===== src/rtl/paddle_ctrl.sv =====
// Paddle controller for a two-player paddle game.
// Converts per-player joystick buttons (with frame-based acceleration) or
// raw analog positions into clamped, registered paddle positions, and turns
// a bouncy coin button into a fixed-length, one-per-press coin pulse.
// All game state advances only on the frame tick derived from vsync.

module paddle_ctrl #(
    parameter logic [7:0]  PAD_MIN      = 8'd0,
    parameter logic [7:0]  PAD_MAX      = 8'd239,
    parameter logic [7:0]  PAD_CENTER   = 8'd120,
    parameter int unsigned ACCEL_FRAMES = 8,
    parameter int unsigned COIN_FRAMES  = 4
) (
    input  logic       clk7_159,
    input  logic       _reset,
    input  logic       vsync,
    input  logic [1:0] joy_up,
    input  logic [1:0] joy_dn,
    input  logic       analog_mode,
    input  logic [7:0] analog1,
    input  logic [7:0] analog2,
    input  logic       coin_btn,
    output logic [7:0] paddle1_vpos,
    output logic [7:0] paddle2_vpos,
    output logic       coin_sw
);

    // Parameters narrowed once so every comparison below is width-matched.
    localparam logic [3:0] ACCEL_LIM = 4'(ACCEL_FRAMES);
    localparam logic [3:0] COIN_LAST = 4'(COIN_FRAMES - 1);
    localparam int         NPLAYER   = 2;

    typedef enum logic [1:0] {
        SPD_IDLE,
        SPD_SLOW,
        SPD_MED,
        SPD_FAST
    } speed_e;

    typedef enum logic [1:0] {
        DIR_NONE,
        DIR_UP,
        DIR_DN
    } dir_e;

    typedef enum logic [1:0] {
        COIN_ARMED,    // released, counting high samples toward a press
        COIN_PULSE,    // coin_sw asserted, counting pulse frames
        COIN_RELEASE   // pulse done, counting low samples toward release
    } coin_e;

    // ------------------------------------------------------------------
    // Frame tick
    // ------------------------------------------------------------------
    logic vsync_q;
    logic tick;

    // Register vsync and raise tick for one cycle after its sampled rising edge.
    // NOTE: sequential state uses non-blocking assignments so every register
    // samples the pre-edge values of its peers, independent of block order.
    always_ff @(posedge clk7_159 or negedge _reset) begin
        if (!_reset) begin
            vsync_q <= 1'b0;
            tick    <= 1'b0;
        end else begin
            vsync_q <= vsync;
            tick    <= vsync & ~vsync_q;
        end
    end

    // ------------------------------------------------------------------
    // Helpers
    // ------------------------------------------------------------------
    function automatic dir_e resolve_dir(input logic up, input logic dn);
        if (up && !dn)      return DIR_UP;
        else if (dn && !up) return DIR_DN;
        else                return DIR_NONE;
    endfunction

    function automatic logic [3:0] step_of(input speed_e spd);
        case (spd)
            SPD_SLOW: return 4'd1;
            SPD_MED:  return 4'd2;
            SPD_FAST: return 4'd4;
            default:  return 4'd0;
        endcase
    endfunction

    function automatic speed_e next_speed(input speed_e spd);
        case (spd)
            SPD_SLOW: return SPD_MED;
            SPD_MED:  return SPD_FAST;
            default:  return SPD_FAST;
        endcase
    endfunction

    // Signed 10-bit intermediate so an underflow past zero can never alias
    // onto a large positive value and clamp to the wrong end.
    function automatic logic [7:0] clamp_pos(input logic signed [9:0] v);
        if (v < $signed({2'b00, PAD_MIN}))      return PAD_MIN;
        else if (v > $signed({2'b00, PAD_MAX})) return PAD_MAX;
        else                                    return v[7:0];
    endfunction

    function automatic logic [7:0] move_pos(input logic [7:0] pos,
                                            input dir_e       dir,
                                            input logic [3:0] step);
        logic signed [9:0] p;
        logic signed [9:0] s;
        p = $signed({2'b00, pos});
        s = $signed({6'b000000, step});
        if (dir == DIR_UP) return clamp_pos(p - s);
        else               return clamp_pos(p + s);
    endfunction

    // ------------------------------------------------------------------
    // Per-player speed FSM and position
    // ------------------------------------------------------------------
    speed_e     spd_q  [NPLAYER];
    speed_e     spd_d  [NPLAYER];
    dir_e       dir_q  [NPLAYER];
    dir_e       dir_d  [NPLAYER];
    logic [3:0] hold_q [NPLAYER];
    logic [3:0] hold_d [NPLAYER];
    logic [7:0] pos_q  [NPLAYER];
    logic [7:0] pos_d  [NPLAYER];

    // Hold speed, direction, hold counter and position for both players.
    always_ff @(posedge clk7_159 or negedge _reset) begin
        if (!_reset) begin
            for (int p = 0; p < NPLAYER; p++) begin
                spd_q[p]  <= SPD_IDLE;
                dir_q[p]  <= DIR_NONE;
                hold_q[p] <= 4'd0;
                pos_q[p]  <= PAD_CENTER;
            end
        end else begin
            for (int p = 0; p < NPLAYER; p++) begin
                spd_q[p]  <= spd_d[p];
                dir_q[p]  <= dir_d[p];
                hold_q[p] <= hold_d[p];
                pos_q[p]  <= pos_d[p];
            end
        end
    end

    // Next speed/direction/position per player; nothing moves between ticks.
    // NOTE: every output of this block is defaulted to its held value first,
    // so no path leaves a signal unassigned and no latch is inferred.
    always_comb begin
        for (int p = 0; p < NPLAYER; p++) begin
            spd_d[p]  = spd_q[p];
            dir_d[p]  = dir_q[p];
            hold_d[p] = hold_q[p];
            pos_d[p]  = pos_q[p];

            if (tick) begin
                if (analog_mode) begin
                    spd_d[p]  = SPD_IDLE;
                    dir_d[p]  = DIR_NONE;
                    hold_d[p] = 4'd0;
                    pos_d[p]  = clamp_pos($signed({2'b00, (p == 0) ? analog1 : analog2}));
                end else if (resolve_dir(joy_up[p], joy_dn[p]) == DIR_NONE) begin
                    spd_d[p]  = SPD_IDLE;
                    dir_d[p]  = DIR_NONE;
                    hold_d[p] = 4'd0;
                end else if (spd_q[p] == SPD_IDLE ||
                             resolve_dir(joy_up[p], joy_dn[p]) != dir_q[p]) begin
                    // Fresh press or reversal: restart slow, move one step now.
                    spd_d[p]  = SPD_SLOW;
                    dir_d[p]  = resolve_dir(joy_up[p], joy_dn[p]);
                    hold_d[p] = 4'd0;
                    pos_d[p]  = move_pos(pos_q[p], dir_d[p], 4'd1);
                end else begin
                    // Continued hold: move at current speed, then count frames.
                    pos_d[p] = move_pos(pos_q[p], dir_q[p], step_of(spd_q[p]));
                    if (hold_q[p] + 4'd1 == ACCEL_LIM) begin
                        spd_d[p]  = next_speed(spd_q[p]);
                        hold_d[p] = 4'd0;
                    end else if (hold_q[p] != 4'hF) begin
                        hold_d[p] = hold_q[p] + 4'd1;
                    end
                end
            end
        end
    end

    assign paddle1_vpos = pos_q[0];
    assign paddle2_vpos = pos_q[1];

    // ------------------------------------------------------------------
    // Coin debouncer and pulse generator
    // ------------------------------------------------------------------
    coin_e      coin_q, coin_d;
    logic [1:0] samp_q, samp_d;   // consecutive matching samples seen
    logic [3:0] left_q, left_d;   // pulse frames remaining after this one
    logic       sw_q, sw_d;

    // Hold debouncer state and the registered coin pulse.
    always_ff @(posedge clk7_159 or negedge _reset) begin
        if (!_reset) begin
            coin_q <= COIN_ARMED;
            samp_q <= 2'd0;
            left_q <= 4'd0;
            sw_q   <= 1'b0;
        end else begin
            coin_q <= coin_d;
            samp_q <= samp_d;
            left_q <= left_d;
            sw_q   <= sw_d;
        end
    end

    // Accept a press after three high ticks, pulse, then demand three low ticks.
    always_comb begin
        coin_d = coin_q;
        samp_d = samp_q;
        left_d = left_q;
        sw_d   = sw_q;

        if (tick) begin
            case (coin_q)
                COIN_ARMED: begin
                    if (coin_btn) begin
                        if (samp_q == 2'd2) begin
                            coin_d = COIN_PULSE;
                            samp_d = 2'd0;
                            left_d = COIN_LAST;
                            sw_d   = 1'b1;
                        end else begin
                            samp_d = samp_q + 2'd1;
                        end
                    end else begin
                        samp_d = 2'd0;
                    end
                end
                COIN_PULSE: begin
                    if (left_q == 4'd0) begin
                        coin_d = COIN_RELEASE;
                        samp_d = 2'd0;
                        sw_d   = 1'b0;
                    end else begin
                        left_d = left_q - 4'd1;
                    end
                end
                COIN_RELEASE: begin
                    if (!coin_btn) begin
                        if (samp_q == 2'd2) begin
                            coin_d = COIN_ARMED;
                            samp_d = 2'd0;
                        end else begin
                            samp_d = samp_q + 2'd1;
                        end
                    end else begin
                        samp_d = 2'd0;
                    end
                end
                default: begin
                    coin_d = COIN_ARMED;
                    samp_d = 2'd0;
                    sw_d   = 1'b0;
                end
            endcase
        end
    end

    assign coin_sw = sw_q;

endmodule

===== config.mk =====
export PLATFORM = sky130hd
export DESIGN_NAME = paddle_ctrl
export DESIGN_NICKNAME = d
export VERILOG_FILES = /design/src/rtl/paddle_ctrl.sv
export SDC_FILE = /design/constraint.sdc
export NUM_CORES = 1
export LEC_CHECK = 0
export ABC_AREA = 1
export ABC_CLOCK_PERIOD_IN_PS = 2310
export CAP_MARGIN = 25
export CORE_MARGIN = 5
export CORE_UTILIZATION = 45
export CTS_CLUSTER_SIZE = 40
export DETAILED_ROUTE_END_ITERATION = 10
export DONT_BUFFER_PORTS = 1
export PLACE_DENSITY_LB_ADDON = 0.3
export SLEW_MARGIN = 10
export SYNTH_ARGS = -nofsm -noshare
export SYNTH_HDL_FRONTEND = slang
export SYNTH_SLANG_ARGS = --single-unit

===== constraint.sdc =====
create_clock -name clk7_159 -period 2.31 [get_ports clk7_159]
set_input_delay 0 -clock clk7_159 [delete_from_list [all_inputs] [get_ports clk7_159]]
set_output_delay 0 -clock clk7_159 [all_outputs]
set_load 0.05 [all_outputs]

== Word level (Yosys, flattened, before mapping) ==
Cells that the tools add are included.
Word-level totals
  flip-flop bits (word level): 43
  logic and storage cells: 214
Operators by class
  reduce and logical (&&, ||, !) cells: 35
  equal/unequal tests: 27
  add/sub/neg operators: 12
  multiplexer cells: 105
  $lt $le $gt $ge: 18
  bitwise operators: 3
Operators with widths (count)
  two-way mux 8 bit: 28
  two-way mux 2 bit: 45
  two-way mux 4 bit: 21
  < comparator 9 x 1 -> 1 bit (second input constant): 8
  greater-than comparator 9 x 8 -> 1 bit (second input constant): 4
  greater-than comparator 9 bit (second input constant): 4
  adder 8 x 1 -> 9 bit (second input constant): 2
  adder 8 x 4 -> 9 bit: 2
  case mux 3 bit (3 select lines): 2
  AND reduction 2 bit: 9
  subtractor 8 x 1 -> 9 bit (second input constant): 2
  subtractor 8 x 4 -> 9 bit: 2
  greater-than comparator 8 bit (second input constant): 2
  != test 2 bit (second input constant): 8
  == test 2 x 1 -> 1 bit (second input constant): 7
  == test 2 bit (second input constant): 6
  case mux 2 bit (3 select lines): 2
  zero test 2 bit: 5
  AND reduction 5 bit: 2
  nonzero test 5 bit: 2
  adder 4 x 1 -> 4 bit (second input constant): 2
  == test 4 bit (second input constant): 2
  != test 4 bit (second input constant): 2
  case mux 4 bit (2 select lines): 1
  other kinds (15): 30

== Longest topological paths before layout ==
  depth after elaboration: 24
  depth in mapped cells: 20

== Least setup slack after synthesis ==
No wires, ideal clock.
  kind: reg2reg
  from: reg pos_q (netlist bit paddle1_vpos[0])
  to: reg pos_q (netlist bit paddle1_vpos[1])
  required time: 2243 ps
  setup slack: -264 ps
  data arrival time: 2507 ps
  cell stages (with the launch flop): 19
  library setup time: 67 ps
  path buffers: 0
  path through: dfrtp_1 -> inv_2 -> ha_1 -> fa_1 -> inv_1 -> nand2_1 -> nand2_1 -> inv_2 -> nand3_1 -> nand2_1 -> nor2_1 -> nand3_2 -> nand2_1 -> nand2_1 -> nand2_1 -> nand2_1 -> nand3_1 -> nand2_1 -> nand2_1
On the way
  cells in the longest elaborated chain, start to end: 8
Ends and longest elaborated chain
  from (decl): RTL line 125  | logic [7:0] pos_q [NPLAYER];
  from (signal, indexed assignment): RTL line 142  | pos_q[p] <= pos_d[p];
  adder 8 x 4 -> 9 bit, or another cell as far along: RTL line 113  | else return clamp_pos(p + s);
  greater-than comparator 9 x 8 -> 1 bit / greater-than comparator 9 bit (equally long branches): RTL line 101  | else if (v > $signed({2'b00, PAD_MAX})) return PAD_MAX;
  two-way mux 8 bit: RTL line 101
  two-way mux 8 bit: RTL line 100  | if (v < $signed({2'b00, PAD_MIN})) return PAD_MIN;
  two-way mux 8 bit: RTL line 112  | if (dir == DIR_UP) return clamp_pos(p - s);
  two-way mux 8 bit (*): RTL line 167  | end else if (spd_q[p] == SPD_IDLE ||
  two-way mux 8 bit (*): RTL line 163  | end else if (resolve_dir(joy_up[p], joy_dn[p]) == DIR_NONE) begin
  two-way mux 8 bit (*): RTL line 158  | if (analog_mode) begin
Every way passes the cells marked *; elsewhere a longest branch is shown, timed or not. The select of a mux whose other input is x is not followed.
A chain may end at the register's enable or synchronous reset.

== Worst setup path after layout ==
  from: reg spd_q[0] (netlist name)
  to: reg pos_q (netlist bit paddle2_vpos[2])
On the way
  cells in the longest elaborated chain, start to end: 14
Ends and longest elaborated chain
  from (decl): RTL line 119  | speed_e spd_q [NPLAYER];
  from (signal, indexed assignment): RTL line 139  | spd_q[p] <= spd_d[p];
  == test 2 bit / == test 2 x 1 -> 1 bit (equally long branches): RTL line 81  | case (spd)
  case mux 3 bit (3 select lines): RTL line 81
  two-way mux 4 bit: RTL line 167
  two-way mux 4 bit: RTL line 163
  two-way mux 4 bit: RTL line 158
  two-way mux 4 bit: RTL line 157  | if (tick) begin
  adder 8 x 4 -> 9 bit / subtractor 8 x 4 -> 9 bit (equally long branches): RTL line 113, 112
  greater-than comparator 9 x 8 -> 1 bit / greater-than comparator 9 bit (equally long branches): RTL line 101
  two-way mux 8 bit: RTL line 101
  two-way mux 8 bit: RTL line 100
  two-way mux 8 bit: RTL line 112
  two-way mux 8 bit (*): RTL line 167
  two-way mux 8 bit (*): RTL line 163
  two-way mux 8 bit (*): RTL line 158
Marked as above.

==> results.md <==
* Leakage at 3.04 nW
* Tot Pwr at 4.92 mW
* Final worst slack at 0.0511 ns
* Die Y at 114 um
* Nets at 927
* Reg2reg setup slack at 0.05 ns
* Crit path kind: reg2reg
* Library cells used by synthesis at 43
* Worst Min Path Start: analog1[0]
* Clock buffer depth at 2
* Largest net degree at the start of global routing at 44
* Clk pin slew, worst setup/hold paths at 0.10 ns
* Non-Filler Instances at 1,010
* Placed Cells at 970
* Number of CTS-inserted buffers at 5
* DP Area at 5350 um^2
* Met1 usage at 31.4%
* Layout cells sized above 1 at 24.8%
* DRC viols at 0
* EDFF count, synth at 0
* Grt total ovfl at 0
* Clk Latency, worst-skew pair at 0.31 ns
* Post-synthesis register bit count at 43
* Met2 GRT Util at 36.9%
* Max cap viols at 0
* DR vias at 5,373
* Critical Path RT at 2.56 ns
* Fmax at 443 MHz
* Die width at 114 um
* Max Slew Vio Count at 0
* Port Buffers at 0
* Top-count cell post-synth: nand2_1
* Minimum clock period at 2.26 ns
* Core ar. at 10,800 um^2
* Routability cong. at 0.910
* Drt via density at 5.32
* Worst r2r src: spd_q[0]
* Critical-path maximum fanout at 5
* Mapped Area at 4910 um^2
* GR peak layer: met2
* H-tree depth at 2
* Commonest cells in the netlist: 252 x nand2_1, 96 x nand3_1, 75 x nor2_1
* CP Capture Type: register
* Synth Instances at 798
* Total GRT Usage at 22.6%
* CTS root buf: clkbuf_8
* Post-synth top flop: dfrtp_1
* Worst vdd ir at 0.000507 V
* Pwr Density at 809 nW/um^2
* Row count at 38
* Antenna cells at 0
* Synth async-reset ratio at 100%
* Sequential share of the synthesized area at 22.1%
* Worst slew pin tran at 0.499 ns
* First drt pass iteration count at 5
* Fin Clk Skew at 0.0108 ns
* WP data arrival at 2.51 ns
* Syn_nets at 856
* Failing checks: negative hold slack
* Leading area contributor after synthesis: nand2_1
* Starting Density at 45.5%
* Initial antenna violation count at 0
* Hold crit path type: in2reg
* Final WL at 14,700 um
* DR iter-0 viols at 469
* Outcome: finished, violations left
* Synth top area share at 19.3%
* Synth Warn # at 0
* Avg Inst Size Synth at 6.16 um^2
* Ports at 42
* Synth top area cells: nand2_1 19%, dfrtp_1 18%, nand3_1 9.8%, ha_1 7.4%, nor2_1 5.7%
* Sink Count at 43
* Area grow syn2layout at 23.8%
* Hold path cells at 4
* Final Cell Area at 6080 um^2
* Max-slew headroom at 66.7%
* First-pass GRT wire length at 24,300 um
* Vias in the first global route at 5,086
* CTS tree: done
* Final hold vios at 1
* Met3 global-route usage at 4.33%
* Antenna Nets Post-Route at 0
* Hold slack at -0.00578 ns
* Final setup violation count at 0
* Worst r2r path cells at 17
* DP HPWL at 11,000 um
* Endpoint, Worst Hold: paddle1_vpos[0]
* DP Worst Slack at -0.0464 ns
* CP Launch Type: register
* Die area at 13,100 um^2
* Final period utilization at 97.8%
* Drt wl/cell at 14.6 um
* Reg-to-Reg End: paddle2_vpos[2]
* RSZ-0062 raised after global routing: true
-- worst max-delay path, stage by stage (launching register included) --
cell	delay (ns)
dfrtp_1	0.43
inv_2	0.09
nor2_4	0.05
ha_4	0.16
fa_2	0.40
inv_2	0.06
nor2_1	0.03
o21ai_1	0.17
nand2_1	0.10
nor2_2	0.12
nand3_2	0.15
nand3_2	0.10
nand2_1	0.06
nand3_1	0.07
nand2_1	0.06
nand2_1	0.06
nand2_1	0.05
nand2_1	0.06
-- where the power goes --
group	internal [mW]	switching (mW)
Sequential	0.946	0.273
Combinational	1.14	2.01
Clock	0.245	0.299
Total	2.34	2.59
-- cell families after synthesis --
family                     count (synthesis)  share of synthesized area, %
and+or+nand+nor                          485                          44.0
AOI/OAI and AO/OA                         97                          11.0
buffers and inverters                    121                          10.5
DFF                                       43                          22.1
xor gates and xnor gates                  19                          3.39
adders and majority gates                 33                          9.01
-- stage by stage --
stage / hold WS [ns] / setup TNS, ns / utilization, %
after floorplan: -0.296 / 0 / -
after global placement: -0.294 / -0.156 / 49.5
after detailed placement: -0.294 / -0.118 / 49.5
after CTS: 0.00237 / 0 / 53.0
after global routing: 0.00907 / -0.698 / 56.4
final: -0.00578 / 0 / 56.4
-- per-layer routing --
metal	vias to the layer above	routed length [um]
met5	-	0
met4	0	218
met3	23	1160
met2	211	6700
met1	2434	6660
li1	2705	-
-- how the worst max path moves through the flow --
stage,startpoint,to,slack [ns],depth (start not counted)
final,spd_q[0],paddle2_vpos[2],0.05,17
after global routing,spd_q[0],paddle2_vpos[2],-0.1,17
after CTS,spd_q[2],paddle1_vpos[6],0.0003,16
after detailed placement,spd_q[2],paddle1_vpos[6],-0.05,16
after global placement,spd_q[2],paddle1_vpos[6],-0.04,16
after floorplan,paddle2_vpos[0],paddle2_vpos[1],0.004,18
-- final cells by class --
cell class	instances	area (um^2)
clock inverter	2	16.3
fill	1031	4710
inverter	103	394
timing repair buffer	82	698
sequential	43	1090
multi-input combinational	634	3620
tap	140	175
clock buffer	6	82.6
-- cells in the final DEF (no fill, tap or decap), types with 13 or more instances in the layout --
cell / count
ha_1: 20
a21oi_1: 25
nand2_1: 233
o21ai_0: 30
nor2_2: 16
dfrtp_1: 28
dlygate4sd3_1: 22
nand2_2: 23
inv_2: 30
o21ai_1: 16
inv_1: 66
nor2_4: 14
nand3_2: 13
xor2_1: 16
nor2_1: 65
nand3_1: 88
buf_4: 57
-- state kept, by name, indices dropped and copies added, names as in the netlist, 2 cells and up --
signal        flops
paddle2_vpos      8
spd_q             4
hold_q            8
coin_q            2
left_q            4
samp_q            2
paddle1_vpos      8
dir_q             4
-- what timing repair did --
action,4_1_cts,5_1_grt
endpoints found under the hold margin,63,0
resized for setup,8,80
setup buffers,0,9
hold buffers,23,0
pin swaps,1,29
setup endpoints to repair,10,16
Note: power is estimated with default switching activity, not from simulation.
